### src/rtl/ifu_pkg.sv
// rtl/ifu_pkg.sv - shared constants and fetch buffer entry type for the instruction fetch unit
package ifu_pkg;

    localparam int          PC_W           = 32;
    localparam logic [31:0] DEFAULT_RST_PC = 32'h8000_0000;
    localparam logic [31:0] NOP            = 32'h0000_0013;

    typedef struct packed {
        logic [PC_W-1:0] pc;
        logic [31:0]     data;
        logic            err;
        logic            filled;
    } fetch_entry_t;

endpackage

### src/rtl/ifu_buf.sv
// rtl/ifu_buf.sv - in-order ring buffer of fetch entries with alloc/fill/pop/flush
module ifu_buf
    import ifu_pkg::*;
#(
    parameter int DEPTH = 2,
    localparam int PW = $clog2(DEPTH),
    localparam int CW = PW + 1
) (
    input  logic            clk,
    input  logic            rst,
    input  logic            alloc,
    input  logic [PC_W-1:0] alloc_pc,
    input  logic            fill,
    input  logic [31:0]     fill_data,
    input  logic            fill_err,
    input  logic            pop,
    input  logic            flush,
    output fetch_entry_t    head,
    output logic [CW-1:0]   occ
);

    fetch_entry_t  entries_q [DEPTH];
    fetch_entry_t  entries_d [DEPTH];
    logic [PW-1:0] alloc_ptr_q, alloc_ptr_d;
    logic [PW-1:0] fill_ptr_q, fill_ptr_d;
    logic [PW-1:0] rd_ptr_q, rd_ptr_d;
    logic [CW-1:0] occ_q, occ_d;

    assign head = entries_q[rd_ptr_q];
    assign occ  = occ_q;

    // Entry and pointer updates; a flush drops everything, otherwise pop/alloc/fill touch distinct slots.
    always_comb begin
        entries_d   = entries_q;
        alloc_ptr_d = alloc_ptr_q;
        fill_ptr_d  = fill_ptr_q;
        rd_ptr_d    = rd_ptr_q;
        occ_d       = occ_q;
        if (flush) begin
            for (int i = 0; i < DEPTH; i++) begin
                entries_d[i].filled = 1'b0;
            end
            alloc_ptr_d = '0;
            fill_ptr_d  = '0;
            rd_ptr_d    = '0;
            occ_d       = '0;
        end else begin
            if (pop) begin
                entries_d[rd_ptr_q].filled = 1'b0;
                rd_ptr_d                   = rd_ptr_q + 1'b1;
            end
            if (alloc) begin
                entries_d[alloc_ptr_q].pc     = alloc_pc;
                entries_d[alloc_ptr_q].data   = '0;
                entries_d[alloc_ptr_q].err    = 1'b0;
                entries_d[alloc_ptr_q].filled = 1'b0;
                alloc_ptr_d                   = alloc_ptr_q + 1'b1;
            end
            if (fill) begin
                entries_d[fill_ptr_q].data   = fill_data;
                entries_d[fill_ptr_q].err    = fill_err;
                entries_d[fill_ptr_q].filled = 1'b1;
                fill_ptr_d                   = fill_ptr_q + 1'b1;
            end
            occ_d = occ_q + CW'(alloc) - CW'(pop);
        end
    end

    // Buffer state registers with synchronous reset.
    always_ff @(posedge clk) begin
        if (rst) begin
            for (int i = 0; i < DEPTH; i++) begin
                entries_q[i] <= '0;
            end
            alloc_ptr_q <= '0;
            fill_ptr_q  <= '0;
            rd_ptr_q    <= '0;
            occ_q       <= '0;
        end else begin
            entries_q   <= entries_d;
            alloc_ptr_q <= alloc_ptr_d;
            fill_ptr_q  <= fill_ptr_d;
            rd_ptr_q    <= rd_ptr_d;
            occ_q       <= occ_d;
        end
    end

endmodule

### src/rtl/ifu.sv
// rtl/ifu.sv - instruction fetch unit: PC, request issue, response buffering, redirect discard
module ifu
    import ifu_pkg::*;
#(
    parameter int                  DATA_LEN = 32,
    parameter logic [DATA_LEN-1:0] RST_PC   = DEFAULT_RST_PC,
    parameter int                  DEPTH    = 2
) (
    input  logic                clk,
    input  logic                rst,
    output logic                imem_req_valid,
    input  logic                imem_req_ready,
    output logic [DATA_LEN-1:0] imem_req_addr,
    input  logic                imem_rsp_valid,
    input  logic [31:0]         imem_rsp_data,
    input  logic                imem_rsp_err,
    input  logic                redirect_valid,
    input  logic [DATA_LEN-1:0] redirect_pc,
    output logic                inst_valid,
    input  logic                inst_ready,
    output logic [31:0]         inst,
    output logic [DATA_LEN-1:0] inst_pc,
    output logic                inst_fault
);

    localparam int CW = $clog2(DEPTH) + 1;

    logic [DATA_LEN-1:0] fetch_pc_q, fetch_pc_d;
    logic [CW-1:0]       pending_q, pending_d;
    logic [CW-1:0]       drop_cnt_q, drop_cnt_d;
    logic                live_q, live_d;
    logic [CW-1:0]       occ;
    fetch_entry_t        head;
    logic                req_fire, out_fire, rsp_drop;

    // live_q keeps the request channel quiet through reset and the cycle after it.
    assign imem_req_valid = live_q && (occ < CW'(DEPTH)) && (pending_q < CW'(DEPTH));
    assign imem_req_addr  = fetch_pc_q;
    assign req_fire       = imem_req_valid && imem_req_ready;
    assign out_fire       = inst_valid && inst_ready;
    assign rsp_drop       = imem_rsp_valid && (drop_cnt_q != '0);

    assign inst_valid = head.filled;
    assign inst       = inst_valid ? head.data : 32'h0;
    assign inst_pc    = inst_valid ? head.pc : '0;
    assign inst_fault = inst_valid && head.err;

    ifu_buf #(.DEPTH(DEPTH)) u_buf (
        .clk       (clk),
        .rst       (rst),
        .alloc     (req_fire),
        .alloc_pc  (fetch_pc_q),
        .fill      (imem_rsp_valid && !rsp_drop),
        .fill_data (imem_rsp_data),
        .fill_err  (imem_rsp_err),
        .pop       (out_fire),
        .flush     (redirect_valid),
        .head      (head),
        .occ       (occ)
    );

    // Next PC, outstanding count and discard count; a redirect dooms everything still unreturned.
    always_comb begin
        live_d     = 1'b1;
        fetch_pc_d = fetch_pc_q;
        pending_d  = pending_q + CW'(req_fire) - CW'(imem_rsp_valid);
        drop_cnt_d = drop_cnt_q;
        if (redirect_valid) begin
            fetch_pc_d = redirect_pc & ~DATA_LEN'(3);
            drop_cnt_d = pending_d;
        end else begin
            if (req_fire) begin
                fetch_pc_d = fetch_pc_q + DATA_LEN'(4);
            end
            if (rsp_drop) begin
                drop_cnt_d = drop_cnt_q - CW'(1);
            end
        end
    end

    // Fetch control registers with synchronous reset.
    always_ff @(posedge clk) begin
        if (rst) begin
            live_q     <= 1'b0;
            fetch_pc_q <= RST_PC;
            pending_q  <= '0;
            drop_cnt_q <= '0;
        end else begin
            live_q     <= live_d;
            fetch_pc_q <= fetch_pc_d;
            pending_q  <= pending_d;
            drop_cnt_q <= drop_cnt_d;
        end
    end

endmodule
### config.mk
export PLATFORM = sky130hd
export DESIGN_NAME = ifu
export DESIGN_NICKNAME = d
export VERILOG_FILES = /design/src/rtl/ifu_pkg.sv /design/src/rtl/ifu_buf.sv /design/src/rtl/ifu.sv
export SDC_FILE = /design/constraint.sdc
export NUM_CORES = 1
export LEC_CHECK = 0
export BUFFER_PORTS_ARGS = -buffer_cell sky130_fd_sc_hd__buf_2
export CAP_MARGIN = 20
export CELL_PAD_IN_SITES_DETAIL_PLACEMENT = 0
export CELL_PAD_IN_SITES_GLOBAL_PLACEMENT = 1
export CORE_MARGIN = 4
export CORE_UTILIZATION = 34
export CTS_BUF_LIST = sky130_fd_sc_hd__clkbuf_2
export DETAILED_ROUTE_END_ITERATION = 10
export PLACE_DENSITY_LB_ADDON = 0.25
export SYNTH_ARGS = -nofsm -noshare
export SYNTH_HDL_FRONTEND = slang
export SYNTH_SLANG_ARGS = --single-unit
export TNS_END_PERCENT = 100
### constraint.sdc
create_clock -name clk -period 6.02 [get_ports clk]
set_clock_uncertainty 0.2 [all_clocks]
set_input_delay 1.204 -clock clk [delete_from_list [all_inputs] [get_ports clk]]
set_output_delay 1.204 -clock clk [all_outputs]
set_load 0.01 [all_outputs]
==> impl_metrics.py <==
metrics = {
    "routing": {
        "dr.pass1.iters": 7,
        "routed_via_density": 5.071,
        "drt_iter0_markers": 378,
        "post_drt_wl_per_cell_um": 16.18,
        "drt-total-wl_um": 22770,
        "postRouteAntennaNets": 0,
        "drcViolationCount": 0,
        "via_count": 7135,
    },
    "critical_path": {
        "worstSetupStartpointType": "register",
        "crit_slowest_cell": "a21oi_4",
        "reg2reg_from": "u_buf.rd_ptr_q",
        "critPathLaunch": "u_buf.rd_ptr_q",
        "end_kind": "output port",
        "slowest_delay_ps": 690,
        "critPathKind": "register to output port",
        "cp.required_ps": 4620,
        "cp.arrival_ps": 3070,
        "path_max_fanout": 40,
        "worstPathCellList": "nor2b_1 -> a21oi_4 -> buf_4 -> nor2_1 -> buf_2",
    },
    "synthesis": {
        "synth_cells": 993,
        "yosysWarningCount": 0,
        "synth_area_per_cell_um2": 7.892,
        "yosysSeqAreaShare_pct": 43.94,
        "ys.flop_type": "dfxtp_1",
        "ys_ff_latch": 172,
        "synth-edff-count": 0,
        "syn_area_mm2": 0.007836,
        "synthArstFlopShare_pct": 0,
        "yosysUniqueCellTypes": 48,
    },
    "grt": {
        "use_met1_pct": 23.04,
        "grt_pass1_vias": 7005,
        "grt-ovfl-total": 0,
        "grt_max_degree": 98,
        "met3_usage_pct": 5.032,
        "grt_pass1_wl_um": 37160,
        "track_usage_pct": 17.60,
        "grtUsageMet2_pct": 29.57,
        "antenna_found_initial": 6,
        "grt-busiest-layer": "met2",
    },
    "floorplan": {
        "pin_count": 170,
        "placeableCoreArea_mm2": 0.02264,
        "die_x_um": 159.8,
        "initial_utilization_pct": 34.61,
        "dieArea_mm2": 0.02554,
        "rows": 55,
        "die_h_um": 159.8,
    },
    "placed_design": {
        "port_buffers": 165,
        "dp_hpwl_um": 14070,
        "placed_cell_area_mm2": 0.008775,
        "routabilityCongestion": 0.7143,
    },
    "cells_and_area": {
        "fin_area_mm2": 0.009050,
        "drive_gt1_share_pct": 20.71,
        "multiInputGateArea_mm2": 0.003948,
        "final_cell_mix": "205 x nand2_1, 171 x dfxtp_1, 164 x buf_2",
        "layout.area.seq_mm2": 0.003447,
        "layout.nets": 1184,
        "fillers": 2447,
        "area_growth_pct": 15.49,
        "layout_commonest_cell": "nand2_1",
    },
    "timing": {
        "fin_crit_ps": 4473,
        "clock.fmax_mhz": 223.6,
        "rsz0062_at_grt": "false",
        "setup_violations": 0,
        "report.final.hold_viol_count": 0,
        "final.setup.tns_ps": 0,
        "relSlewSlack_pct": 29.63,
        "worst_pin_slew_ps": 1056,
        "period_share_pct": 74.31,
        "slew_viol_final": 0,
    },
    "clocking": {
        "htree_levels": 4,
        "clock_sinks": 172,
        "hold_buffers": 0,
        "cts_made_buffers": 17,
        "cts_tree": "built",
        "clk_latency_ps": 700,
        "clk_pin_slew_ps": 250,
        "root_buffer": "clkbuf_2",
        "clock_path_buffers": 2,
        "cts_setup_buffers": 0,
        "cts_resized": 0,
    },
    "pwr": {
        "p_per_area_mw_per_mm2": 238.7,
        "peakVddDrop_mv": 0.1040,
        "finalPower_uw": 2161,
        "p_leak_uw": 0.003239,
    },
    "outcome": {
        "status": "completed",
    },
    "run": {
        "cap_violations": 0,
    },
    "min_path": {
        "worst_hold_path_type": "register to register",
    },
}
## routing by layer
| metal | wire (um) | share of wire [%] | vias up |
|---|---|---|---|
| met5 | 54 | 0.24 | - |
| li1 | - | - | 3641 |
| met4 | 121 | 0.53 | 8 |
| met2 | 10710 | 47 | 171 |
| met1 | 10510 | 46 | 3301 |
| met3 | 1370 | 6.0 | 14 |
## stage by stage
step	setup slack, ps	instances	hold WS [ps]	util (%)
4_1_cts	1342	1405	273.8	39.95
3_3_place_gp	2250	1372	240.9	38.69
3_5_place_dp	2230	1373	246.0	38.76
5_1_grt	1213	1407	287.2	39.97
2_1_floorplan	2852	994	235.7	-
6_report	1547	1407	271.1	39.97
## cells by family after synthesis
| group | share of synthesized area [%] |
|---|---|
| AND/OR/NAND/NOR | 20.68 |
| multiplexers | 8.303 |
| other | 0.04785 |
| buffers and inverters | 6.195 |
| AO/OA/AOI/OAI | 18.43 |
| XOR/XNOR | 1.453 |
| flip-flops | 43.94 |
| adder cells (fa/ha/maj) | 0.9580 |
## path summary, 6_finish.rpt
kind	endpoint	slack, ps	depth (start not counted)
setup / recovery	inst[31]	1550	5
hold / removal	register	270	2
setup reg to reg	u_buf.occ[1]	3220	9
hold reg to reg	register	270	2
## critical path, delay by kind of cell, from the launching register on
family	cells	cell delay (ps)
compound gates	1	690
buf+inv	2	710
flops	1	680
simple gates	2	270
## synth_stat cells (all sizes together) (4+ instances only)
cell type    n  area [um2]
o21ai       73       365.4
buf         15       115.1
a211oi       8       60.06
a311oi      19       166.4
dfxtp      172        3443
nor3         5       25.02
xor2         9       78.83
and4         4       35.03
and3         7       43.79
nand2      205       769.5
xnor2        4       35.03
nand4       10       68.81
or4         17       130.1
or2          4       25.02
mux2i       65       650.6
o31ai       15       112.6
ha           6       75.07
a21oi      134       670.6
clkbuf      72       301.5
and2         5       32.53
inv         15       56.30
or3          4       26.28
nand3       12       60.06
nor2        96       360.4
## final cells by class
cell class | instances | area share [%]
multi-input cells | 718 | 43.62
flip-flops and latches | 172 | 38.09
repair buffers | 182 | 10.65
well taps | 285 | 3.940
clock inverters | 15 | 2.046
clock buffers | 17 | 0.9401
inverters | 16 | 0.6636
diodes | 2 | 0.05530
## power by group
part	total (uW)	switching, uW	internal (uW)
Combinational	255	162	92.9
Sequential	1230	45.4	1190
Clock	675	434	241
Total	2160	641	1520
No activity file was read; power rests on OpenSTA's default activity.
